--- src/rtl/serial_cmp_di.sv ---
`default_nettype none
//------------------------------------------------------------------------------
// Module   : serial_cmp_di
// Purpose  : Bit-serial, LSB-first unsigned magnitude comparator.
//            Two W-bit operands are latched on a start pulse and walked one
//            bit per clock through the right-to-left comparator cell
//              N = n&(~A|B) | ~A&B
//            whose carry n is held in a register. After W bits the final
//            carry is the strict less-than result lt = (a < b).
//
// Parameters:
//   W       operand width in bits (W >= 2), default 8
//
// Ports:
//   clk     in   1  rising-edge clock
//   rst_n   in   1  asynchronous active-low reset
//   start   in   1  request, only honoured while idle
//   a       in   W  operand A, captured on the accepting edge
//   b       in   W  operand B, captured on the accepting edge
//   busy    out  1  high while an operation is running or completing
//   done    out  1  one-cycle pulse, lt/eq valid
//   lt      out  1  registered result, 1 iff a < b (unsigned)
//   eq      out  1  registered result, 1 iff a == b (CMP_EQ_EN builds only)
//
// Build options:
//   CMP_EQ_EN  when defined, adds the eq output and its running equality
//              register. lt/busy/done timing is identical either way.
//
// Revision : 1.0  initial release
//------------------------------------------------------------------------------
module serial_cmp_di #(
  parameter int W = 8
) (
  input  logic         clk,
  input  logic         rst_n,
  input  logic         start,
  input  logic [W-1:0] a,
  input  logic [W-1:0] b,
  output logic         busy,
  output logic         done,
  output logic         lt
`ifdef CMP_EQ_EN
  ,
  output logic         eq
`endif
);

  // Bit counter only has to reach W-1; guard the degenerate width anyway.
  localparam int CW = (W > 1) ? $clog2(W) : 1;

  localparam logic [CW-1:0] c_LAST = CW'(W - 1);
  localparam logic [CW-1:0] c_ONE  = CW'(1);
  localparam logic [CW-1:0] c_ZERO = '0;

  localparam logic [1:0] c_IDLE = 2'd0;
  localparam logic [1:0] c_RUN  = 2'd1;
  localparam logic [1:0] c_DONE = 2'd2;

  logic [1:0]    r_state;
  logic [W-1:0]  r_sa;
  logic [W-1:0]  r_sb;
  logic          r_n;
  logic [CW-1:0] r_cnt;
  logic          r_lt;

  logic w_aBit;
  logic w_bBit;
  logic w_nNext;
  logic w_accept;
  logic w_run;
  logic w_lastBit;

  assign w_aBit    = r_sa[0];
  assign w_bBit    = r_sb[0];

  // Comparator cell: a bit where A<B sets n, A>B clears it, equal bits
  // pass the lower-order verdict upward. The most significant differing
  // bit therefore has the last word.
  assign w_nNext   = (r_n & (~w_aBit | w_bBit)) | (~w_aBit & w_bBit);

  assign w_accept  = (r_state == c_IDLE) && start;
  assign w_run     = (r_state == c_RUN);
  assign w_lastBit = w_run && (r_cnt == c_LAST);

  //----------------------------------------------------------------------------
  // Control FSM and datapath. start is ignored outside IDLE, so a request
  // held high simply restarts once the previous result has been presented.
  //----------------------------------------------------------------------------
  always_ff @(posedge clk or negedge rst_n) begin
    if (!rst_n) begin
      r_state <= c_IDLE;
      r_sa    <= '0;
      r_sb    <= '0;
      r_n     <= 1'b0;
      r_cnt   <= c_ZERO;
      r_lt    <= 1'b0;
    end else begin
      case (r_state)
        c_IDLE: begin
          if (start) begin
            r_sa    <= a;
            r_sb    <= b;
            r_n     <= 1'b0;
            r_cnt   <= c_ZERO;
            r_state <= c_RUN;
          end
        end

        c_RUN: begin
          r_n  <= w_nNext;
          r_sa <= r_sa >> 1;
          r_sb <= r_sb >> 1;
          if (w_lastBit) begin
            // Result is taken from the cell output, not r_n, so it includes
            // the MSB consumed on this very edge.
            r_lt    <= w_nNext;
            r_cnt   <= c_ZERO;
            r_state <= c_DONE;
          end else begin
            r_cnt <= r_cnt + c_ONE;
          end
        end

        c_DONE: begin
          r_state <= c_IDLE;
        end

        default: begin
          r_state <= c_IDLE;
        end
      endcase
    end
  end

  assign busy = (r_state != c_IDLE);
  assign done = (r_state == c_DONE);
  assign lt   = r_lt;

`ifdef CMP_EQ_EN
  //----------------------------------------------------------------------------
  // Running equality: starts true and is knocked out by any differing bit.
  //----------------------------------------------------------------------------
  logic r_e;
  logic r_eq;
  logic w_eNext;

  assign w_eNext = r_e & ~(w_aBit ^ w_bBit);

  always_ff @(posedge clk or negedge rst_n) begin
    if (!rst_n) begin
      r_e  <= 1'b0;
      r_eq <= 1'b0;
    end else begin
      if (w_accept) begin
        r_e <= 1'b1;
      end else if (w_run) begin
        r_e <= w_eNext;
      end
      if (w_lastBit) begin
        r_eq <= w_eNext;
      end
    end
  end

  assign eq = r_eq;
`endif

endmodule

`default_nettype wire

--- config.mk ---
export PLATFORM = sky130hd
export DESIGN_NAME = serial_cmp_di
export DESIGN_NICKNAME = d
export VERILOG_FILES = /design/src/rtl/serial_cmp_di.sv
export SDC_FILE = /design/constraint.sdc
export NUM_CORES = 1
export LEC_CHECK = 0
export CAP_MARGIN = 20
export CELL_PAD_IN_SITES_DETAIL_PLACEMENT = 1
export CELL_PAD_IN_SITES_GLOBAL_PLACEMENT = 1
export CORE_MARGIN = 2
export CORE_UTILIZATION = 38
export DETAILED_ROUTE_END_ITERATION = 10
export GPL_TIMING_DRIVEN = 0
export MAX_ROUTING_LAYER = met4
export PLACE_DENSITY = 0.85
export SYNTH_ARGS = -nofsm -noshare
export SYNTH_HDL_FRONTEND = slang
export SYNTH_SLANG_ARGS = --single-unit
export TNS_END_PERCENT = 100
--- constraint.sdc ---
create_clock -name clk -period 1.58 [get_ports clk]
set_input_delay 0.474 -clock clk [delete_from_list [all_inputs] [get_ports clk]]
set_output_delay 0.474 -clock clk [all_outputs]
set_load 0.03 [all_outputs]
== Word-level counts from Yosys, hierarchy flattened ==
Cells that the tools add are included.
Storage, ports and cells
  bits of input ports: 19
  flip-flop bits (word level): 23
  output and inout port bits: 3
Operators by class
  reductions and logical operators: 7
  mux-type cells: 12
  bitwise gates (word level): 5
  equality and inequality tests: 5
  add/subtract/negate cells: 1
Operators by type and width (number)
  8-bit case mux with 2 select lines: 2
  8-bit 2-to-1 mux: 2
  3-bit 2-to-1 mux: 2
  3-bit case mux with 2 select lines: 1
  2-bit AND reduction: 3
  2-bit 2-to-1 mux: 2
  2-bit case mux with 2 select lines: 1
  2-bit nonzero test: 2
  3-bit by 1-bit adder with 3-bit output (second input constant): 1
  3-bit == test (second input constant): 1
  1-bit bitwise AND: 2
  2-bit by 1-bit == test with 1-bit output (second input constant): 1
  2-bit == test (second input constant): 1
  2-bit logical NOT: 1
  2-bit by 1-bit inequality test with 1-bit output (second input constant): 1
  2-bit inequality test (second input constant): 1
  1-bit bitwise OR: 2
  1-bit case mux with 2 select lines: 1
  1-bit logical AND: 1
  1-bit 2-to-1 mux: 1
  1-bit NOT: 1

== Longest topological paths before layout ==
Gate-level depths: netlist of run 1.
  word-level depth: 5
  gate-level depth with buffers: 5

== Worst setup path before layout of run 1 ==
OpenSTA, ideal clock, no wires.
  kind: reg-to-output
  start point: register r_state[0]
  end point: output done
  stages on the path, launching flop included: 4
  data arrival time: 1.185 ns
  data required time: 1.106 ns
  buffers on the path: 2
  slack: -0.079 ns
  path through: dfrtp_1 -> buf_2 -> buf_4 -> nor2b_1
On the way
  cells in the longest elaborated chain, start to end: 1
Ends and longest elaborated chain
  start: declaration: line 59  | logic [1:0] r_state;
  start signal: assignment: line 91  | r_state <= c_IDLE;
  start signal: assignment: line 105  | r_state <= c_RUN;
  start signal: assignment: line 118  | r_state <= c_DONE;
  2-bit == test: line 136  | assign done = (r_state == c_DONE);
  end: declaration: line 40  | output logic done,
Every way passes these cells.

== Worst setup path in the final report of run 1 ==
  start point: register r_state[0]
  end point: output busy
On the way
  cells in the longest elaborated chain, start to end: 1
Ends and longest elaborated chain
  2-bit nonzero test: line 135  | assign busy = (r_state != c_IDLE);
  end: declaration: line 39  | output logic busy,
Every way passes these cells.

==> impl_metrics.yaml, run 1 <==
setup_path:
  slowest_stage: "dfrtp_2"
  r2r-end: "r_sb[6]"
  slowest_delay_ns: 0.46
  cpLargestDelayFamily: "flip-flops"
  r2r_start: "r_state[1]"
  r2r_slack_ns: 0.13
  crit_chain: "or2_1 -> buf_6"
  crit_required_ns: 1.11
  r2r.worst_path.cells: 6
  crit_fanout: 5
  critPathBufInv: 1
  worstSetupPathType: "flop to primary output"
  endpoint_kind: "primary output"
  arrival_ns: 1.16
  critPathLaunchType: "flop"
  crit_start: "r_state[0]"
cts:
  cts_sinks: 23
  cts_root_buf: "clkbuf_4"
  clk_pin_slew_ns: 0.12
  clockBufferDepth: 2
  numCtsBuffers: 3
  h-tree-depth: 1
  worstSkewPairLatency_ns: 0.31
  cts_tree: "done"
logic_synthesis:
  seq_area_frac_synth_pct: 53.1
  synthesis.area_sq_mm: 0.00108
  synth-seq-cells: 23
  avgSynthCellArea_sq_um: 10.4
  netlist_instances: 104
  syn_nets: 125
  ys_types: 23
  yosysWarnings: 0
pwr:
  p_seq_share_pct: 44.6
  finalPower_w: 0.00222
  clockPowerShare_pct: 12.4
  power.combinational.fraction_pct: 43.0
  vdd_drop_max_mv: 0.778
  p_int_w: 0.00140
  switching_power_w: 0.000820
  p_sw_share_pct: 37.0
  powerDensity_mw_per_mm2: 1560
  p_leak_nw: 0.627
die:
  die_h_um: 57.4
  num_rows: 19
  die-area_sq_mm: 0.00329
  core_region_area_sq_mm: 0.00273
  start_util_pct: 39.6
  die_x_um: 57.4
  io_pins: 22
timing:
  finalHoldViolCount: 0
  worstMarginPinSlew_ns: 0.366
  fin_worst_skew_ns: 0.00200
  finalSetupTns_ns: -0.0535
  min_period_over_period_pct: 103
  drv_slew: 0
  fin_crit_ns: 1.63
  timing.fmax_mhz: 612
  rsz0062_at_grt: "true"
  finalSetupViolations: 1
  fin_ws_ns: -0.0535
  slew_headroom_pct: 75.5
cells_and_area:
  final_nets: 155
  layout_common_cells: "dfrtp_1, clkdlybuf4s50_1, o21ai_1"
  final_common_cell: "dfrtp_1"
  areaGrowthSynthToFinish_pct: 30.8
  drive_gt1_share_pct: 18.8
  n_antenna_cell: 0
drt:
  wl_per_cell_um: 15.7
  drt-total-wl_um: 2570
  ant_nets: 0
  dr.pass1.iters: 4
  num_vias: 891
  drc: 0
  viasPerCell: 5.43
  drt_iter0_drc: 21
placed_design:
  finalWeightedCongestion: 0.744
  place_ws_ns: -0.540
  hpwl_um: 1800
  port-buffer-count: 21
run:
  maxCapViolCount: 0
outcome:
  violations: "setup timing"
  status: "finished, violations left"
global_routing:
  antenna_found_initial: 0
  grt_pass1_wl_um: 4510
  grt_pass1_vias: 972
  grt_max_degree: 24
  grt_remaining_overflow: 0
  grtUsageTotal_pct: 18.6
worst_hold_path:
  hp-class: "input port to async pin"
==> power by group through the flow <==
| stage | Clock, W | Combinational [W] | Sequential [W] |
|---|---|---|---|
| after floorplan | 0 | 0.000651 | 0.000975 |
| after global placement | 0 | 0.000877 | 0.000983 |
| after detailed placement | 0 | 0.000923 | 0.000998 |
| after CTS | 0.000294 | 0.00101 | 0.000976 |
| after global routing | 0.000314 | 0.00108 | 0.00103 |
| final | 0.000275 | 0.000954 | 0.000989 |
==> cells in the mapped netlist <==
master	count	area, sq um
a21oi_1	4	20.0
a22o_1	3	26.3
a22oi_1	14	105
a2bb2oi_1	2	17.5
a32o_1	2	20.0
buf_2	5	25.0
buf_4	2	15.0
dfrtp_1	23	576
ha_1	2	25.0
inv_1	3	11.3
inv_2	1	3.75
maj3_2	1	11.3
mux2_2	1	11.3
nand2_1	12	45.0
nand2b_1	1	6.26
nor2_1	2	7.51
nor2b_1	6	37.5
nor2b_2	1	8.76
nor3_2	1	10.0
o21ai_1	15	75.1
o21bai_2	1	11.3
o311ai_0	1	8.76
or2_1	1	6.26
==> per-stage QoR <==
step	instances	utilization, %	hold slack, ns	area [sq um]
floorplan	104	-	0.178	1090
global placement	156	48.8	0.469	1340
detailed placement	156	48.8	0.479	1340
CTS	164	51.5	0.511	1410
global route	164	51.9	0.408	1420
finish	164	51.9	0.421	1420
==> logic make-up (layout without fill, tap and decap cells) <==
family | after synthesis | count (layout) | synth area share [%]
flops | 23 | 23 | 53.1
simple gates | 24 | 24 | 11.2
fa+ha+maj | 3 | 3 | 3.35
compound gates | 42 | 42 | 26.2
mux | 1 | 1 | 1.04
buf+inv | 11 | 40 | 5.08
==> flip-flops by register name, summed over array words and instances (netlist names) <==
name     flops
r_sb         8
lt           1
r_sa         8
r_n          1
r_cnt        3
r_state      2
==> what timing repair did <==
action	CTS	global route
buffers inserted	5	1
hold buffers	0	0
resized for setup	20	4
pin swaps	1	1
endpoints found under the setup margin	3	13
==> area by class of cell <==
type | instances | area, sq um
Tap cell | 31 | 38.8
Inverter | 4 | 15.0
Buffer | 4 | 22.5
Fill cell | 306 | 1320
Timing Repair Buffer | 28 | 283
Sequential cell | 23 | 577
Multi-Input combinational cell | 70 | 455
Clock buffer | 4 | 26.3
==> per-layer routing <==
metal / global-route usage (%) / vias up / wire (um)
met5: - / - / 0
met4: 8.31 / 0 / 34
met3: 2.04 / 4 / 104
met2: 28.2 / 24 / 1190
met1: 25.1 / 428 / 1250
li1: - / 435 / -
==> how the worst max path moves through the flow <==
stage | endpoint | slack (ns) | cells past startpoint
2_1_floorplan | busy | 0.03 | 3
3_3_place_gp | busy | -0.52 | 4
3_5_place_dp | busy | -0.54 | 4
4_1_cts | busy | -0.14 | 3
5_1_grt | busy | -0.11 | 2
6_report | busy | -0.05 | 2
==> worst reg2reg max path, delay by kind of cell (launching register included) <==
kind            cells  cell delay [ns]
compound gates      2             0.30
simple gates        1             0.08
flops               1             0.45
buf+inv             3             0.52
No activity file was read; power rests on OpenSTA's default activity.
==> run 2: changes to the inputs <==
--- a/config.mk
+++ b/config.mk
@@ -14,6 +14,7 @@
 export GPL_TIMING_DRIVEN = 0
 export MAX_ROUTING_LAYER = met4
 export PLACE_DENSITY = 0.85
+export SLEW_MARGIN = 20
 export SYNTH_ARGS = -nofsm -noshare
 export SYNTH_HDL_FRONTEND = slang
 export SYNTH_SLANG_ARGS = --single-unit
==> impl_metrics.yaml, run 2 (synthesis results as in run 1) <==
timing:
  drv_slew: 0
  finalHoldViolCount: 0
  finalSetupViolations: 1
  slew_headroom_pct: 65.1
  min_period_over_period_pct: 104
  fin_crit_ns: 1.64
  worstMarginPinSlew_ns: 0.523
  fin_worst_skew_ns: 0.00176
  timing.fmax_mhz: 611
  rsz0062_at_grt: "true"
  fin_ws_ns: -0.0561
cts:
  cts_root_buf: "clkbuf_4"
  cts_tree: "done"
  numCtsBuffers: 3
  clk_pin_slew_ns: 0.12
  cts_sinks: 23
  clockBufferDepth: 2
  holdBufCountCts: 0
  h-tree-depth: 1
  worstSkewPairLatency_ns: 0.31
cells_and_area:
  reg.largest.list: "r_sa (8), r_sb (8), r_cnt (3)"
  nFillCells: 308
  layout_common_cells: "dfrtp_1, clkdlybuf4s50_1, o21ai_1"
  instances_no_fill: 163
  n_antenna_cell: 0
  final_nets: 154
  drive_gt1_share_pct: 18.9
  final_common_cell: "dfrtp_1"
  multi_input_area_sq_um: 455
  regArea_sq_um: 577
  areaGrowthSynthToFinish_pct: 27.8
global_routing:
  antenna_found_initial: 0
  grtUsageTotal_pct: 18.6
  grt_pass1_wl_um: 4510
  grt_pass1_vias: 972
  grt_max_degree: 24
  grt_remaining_overflow: 0
setup_path:
  crit_required_ns: 1.11
  critPathLaunchType: "flop"
  crit_fanout: 5
  worstSetupPathType: "flop to primary output"
  endpoint_kind: "primary output"
  arrival_ns: 1.16
placed_design:
  dpl.cell_count: 156
  finalWeightedCongestion: 0.744
  port-buffer-count: 21
  hpwl_um: 1800
pwr:
  p_seq_share_pct: 44.8
  power.combinational.fraction_pct: 42.7
  switching_power_w: 0.000819
  clockPowerShare_pct: 12.5
  p_int_w: 0.00139
  p_leak_nw: 0.615
  finalPower_w: 0.00221
  vdd_drop_max_mv: 0.778
  p_sw_share_pct: 37.1
  powerDensity_mw_per_mm2: 1590
drt:
  drt_iter0_drc: 26
  viasPerCell: 5.47
  ant_nets: 0
  num_vias: 892
  wl_per_cell_um: 15.5
  drt-total-wl_um: 2530
  drc: 0
  dr.pass1.iters: 4
die:
  num_rows: 19
  die_x_um: 57.4
  die-area_sq_mm: 0.00329
  core_region_area_sq_mm: 0.00273
  io_pins: 22
  die_h_um: 57.4
  start_util_pct: 39.6
run:
  maxCapViolCount: 0
outcome:
  status: "finished, violations left"
  violations: "setup timing"
worst_hold_path:
  hp-class: "input port to async pin"
-- run 2: cell count changes in the layout (fill, tap and decap cells not counted) --
cell	before	now
buf_2	3	4
buf_16	1	0
clkdlybuf4s50_1	17	16
-- run 2: metrics by stage --
| stage | TNS [ns] | setup slack [ns] | utilization, % | hold WS [ns] | area [sq um] |
|---|---|---|---|---|---|
| after floorplan | 0 | 0.0267 | - | 0.178 | 1090 |
| after global placement | -9.55 | -0.520 | 48.8 | 0.469 | 1340 |
| after detailed placement | -10.59 | -0.540 | 48.8 | 0.479 | 1340 |
| after CTS | -0.197 | -0.140 | 51.5 | 0.511 | 1410 |
| after global routing | -0.163 | -0.110 | 50.7 | 0.132 | 1390 |
| final | -0.0561 | -0.0561 | 50.7 | 0.112 | 1390 |
-- run 2: power groups by stage --
| stage | clock network [W] | registers (W) | logic [W] |
|---|---|---|---|
| final | 0.000277 | 0.000989 | 0.000943 |
| after global routing | 0.000314 | 0.00103 | 0.00107 |
| after CTS | 0.000294 | 0.000976 | 0.00101 |
| after detailed placement | 0 | 0.000998 | 0.000923 |
| after global placement | 0 | 0.000983 | 0.000877 |
| after floorplan | 0 | 0.000975 | 0.000651 |
-- run 2: worst max-delay path, cell delays in order, from the launching register on --
cell and delay, ns:
dfrtp_2 0.46, or2_1 0.24, buf_6 0.14
-- run 2: layout make-up --
cell class | count | area share (%)
Tap cell | 31 | 2.80
Timing Repair Buffer | 27 | 18.1
Buffer | 4 | 1.63
Inverter | 4 | 1.08
Clock buffer | 4 | 1.90
Sequential cell | 23 | 41.6
Multi-Input combinational cell | 70 | 32.9
-- run 2: worst paths after layout --
kind	depth (start not counted)	to	startpoint	slack [ns]
max	2	busy	r_state[0]	-0.06
max in group asynchronous	1	r_state[0]	rst_n	1.09
max reg2reg	6	r_sa[3]	r_state[1]	0.13
min	1	r_sa[7]	rst_n	0.11
min reg2reg	2	r_sb[3]	r_sb[3]	0.51
min in group clk	2	r_sb[3]	r_sb[3]	0.51
-- run 2: per-layer routing --
| layer | global-route usage, % | part of all wire (%) | vias up |
|---|---|---|---|
| met1 | 25.1 | 48 | 427 |
| met3 | 2.04 | 5.1 | 4 |
| li1 | - | - | 436 |
| met2 | 28.2 | 46 | 25 |
| met4 | 8.31 | 1.3 | 0 |
| met5 | - | 0 | - |
-- run 2: timing repair --
item                                    in CTS  in global routing
endpoints found under the setup margin       3                 13
buffers inserted                             5                  1
endpoints found under the hold margin        0                  0
pin swaps                                    1                  1
resized for setup                           20                  4
==> run 3: changes to the inputs <==
--- a/config.mk
+++ b/config.mk
@@ -13,7 +13,7 @@
 export DETAILED_ROUTE_END_ITERATION = 10
 export GPL_TIMING_DRIVEN = 0
 export MAX_ROUTING_LAYER = met4
-export PLACE_DENSITY = 0.85
+export PLACE_DENSITY_LB_ADDON = 0.08
 export SLEW_MARGIN = 20
 export SYNTH_ARGS = -nofsm -noshare
 export SYNTH_HDL_FRONTEND = slang
==> impl_metrics.yaml, run 3 (synthesis results as in run 1) <==
run:
  maxCapViolCount: 0
drt:
  wl_per_cell_um: 16.2
  dr.pass1.iters: 4
  ant_nets: 0
  drt_iter0_drc: 18
  viasPerCell: 5.44
  drc: 0
  num_vias: 897
  drt-total-wl_um: 2680
cells_and_area:
  layout_common_cells: "dfrtp_1, clkdlybuf4s50_1, o21ai_1"
  multi_input_area_sq_um: 468
  final_nets: 156
  n_antenna_cell: 0
  regArea_sq_um: 576
  areaGrowthSynthToFinish_pct: 30.7
  drive_gt1_share_pct: 20.1
  final_common_cell: "dfrtp_1"
  stdcell_area_sq_mm: 0.00142
  reg.largest.list: "r_sa (8), r_sb (8), r_cnt (3)"
  nFillCells: 303
  final_util_pct: 51.8
outcome:
  violations: "setup timing"
  status: "finished, violations left"
setup_path:
  endpoint_kind: "primary output"
  slowest_stage: "dfrtp_1"
  cpLargestDelayFamily: "flip-flops"
  critPathLaunchType: "flop"
  crit_start: "r_state[1]"
  crit_fanout: 10
  arrival_ns: 1.28
  worstSetupPathType: "flop to primary output"
  crit_required_ns: 1.11
  crit_chain: "buf_4 -> or2_1 -> buf_6"
  slowest_delay_ns: 0.42
  r2r_start: "r_state[0]"
  critPathBufInv: 2
global_routing:
  grt_max_degree: 24
  antenna_found_initial: 0
  grt_remaining_overflow: 0
  grt_pass1_wl_um: 4580
  grt.met1_usage_pct: 24.2
  met2_usage_pct: 29.5
  grt_use_met3_pct: 2.72
  busiest_layer: "met2"
  grtUsageTotal_pct: 18.5
  grt_pass1_vias: 950
placed_design:
  place_ws_ns: -0.550
  post_dp_cell_area_sq_mm: 0.00134
  finalWeightedCongestion: 0.745
  port-buffer-count: 21
  hpwl_um: 1810
timing:
  finalSetupTns_ns: -0.256
  min_period_over_period_pct: 111
  timing.fmax_mhz: 569
  fin_ws_ns: -0.176
  finalSetupViolations: 2
  worstMarginPinSlew_ns: 0.530
  finalHoldViolCount: 0
  slew_headroom_pct: 64.7
  drv_slew: 0
  rsz0062_at_grt: "true"
  fin_worst_skew_ns: 0.00847
  fin_crit_ns: 1.76
pwr:
  power.combinational.fraction_pct: 44.7
  p_sw_share_pct: 37.3
  p_seq_share_pct: 43.1
  p_int_w: 0.00143
  p_leak_nw: 0.622
  switching_power_w: 0.000852
  clockPowerShare_pct: 12.2
  vdd_drop_max_mv: 0.945
  finalPower_w: 0.00228
  powerDensity_mw_per_mm2: 1610
die:
  core_region_area_sq_mm: 0.00273
  die_h_um: 57.4
  num_rows: 19
  io_pins: 22
  start_util_pct: 39.6
  die-area_sq_mm: 0.00329
  die_x_um: 57.4
cts:
  cts_sinks: 23
  numCtsBuffers: 3
  clockBufferDepth: 2
  h-tree-depth: 1
  cts_tree: "done"
  holdBufCountCts: 0
  cts_root_buf: "clkbuf_4"
  worstSkewPairLatency_ns: 0.32
  clk_pin_slew_ns: 0.13
worst_hold_path:
  hp-class: "input port to async pin"
run 3: power by group through the flow:
stage                     combinational (W)  clock, W  sequential [W]
after floorplan                    0.000651         0        0.000975
after global placement             0.000891         0        0.000988
after detailed placement           0.000925         0         0.00100
after CTS                           0.00105  0.000292        0.000978
after global routing                0.00114  0.000319         0.00102
final                               0.00102  0.000279        0.000984
run 3: routing by layer:
layer  vias to the layer above  wire, um
met3                         2        73
met1                       439      1320
met5                         -         0
li1                        440         -
met2                        16      1270
met4                         0        19
run 3: cell type report:
| type | instances | area share [%] |
|---|---|---|
| repair buffers | 27 | 17.4 |
| plain buffers | 6 | 3.18 |
| well taps | 31 | 2.74 |
| inverters | 4 | 1.06 |
| flip-flops and latches | 23 | 40.6 |
| clock buffers | 3 | 1.59 |
| clock inverters | 1 | 0.353 |
| multi-input cells | 70 | 33.0 |
run 3: timing repair:
action / in CTS / in global routing
resized for setup: 23 / 2
cloned: 0 / 0
pin swaps: 1 / 1
endpoints found under the setup margin: 5 / 3
buffers inserted: 4 / 2
run 3: worst paths after layout:
check	end	slack [ns]	cells past startpoint
worst max-delay path	busy	-0.18	3
worst min-delay path	r_n	0.11	1
worst max register to register	r_sa[5]	0.14	6
worst min register to register	r_sb[4]	0.50	2
max in group asynchronous	r_sa[7]	1.11	1
min in group clk	r_sb[4]	0.50	2
run 3: per-stage QoR:
stage          hold WS [ns]  cells
2_1_floorplan         0.178    104
3_3_place_gp          0.472    156
3_5_place_dp          0.482    156
4_1_cts               0.512    164
5_1_grt               0.129    165
6_report              0.114    165
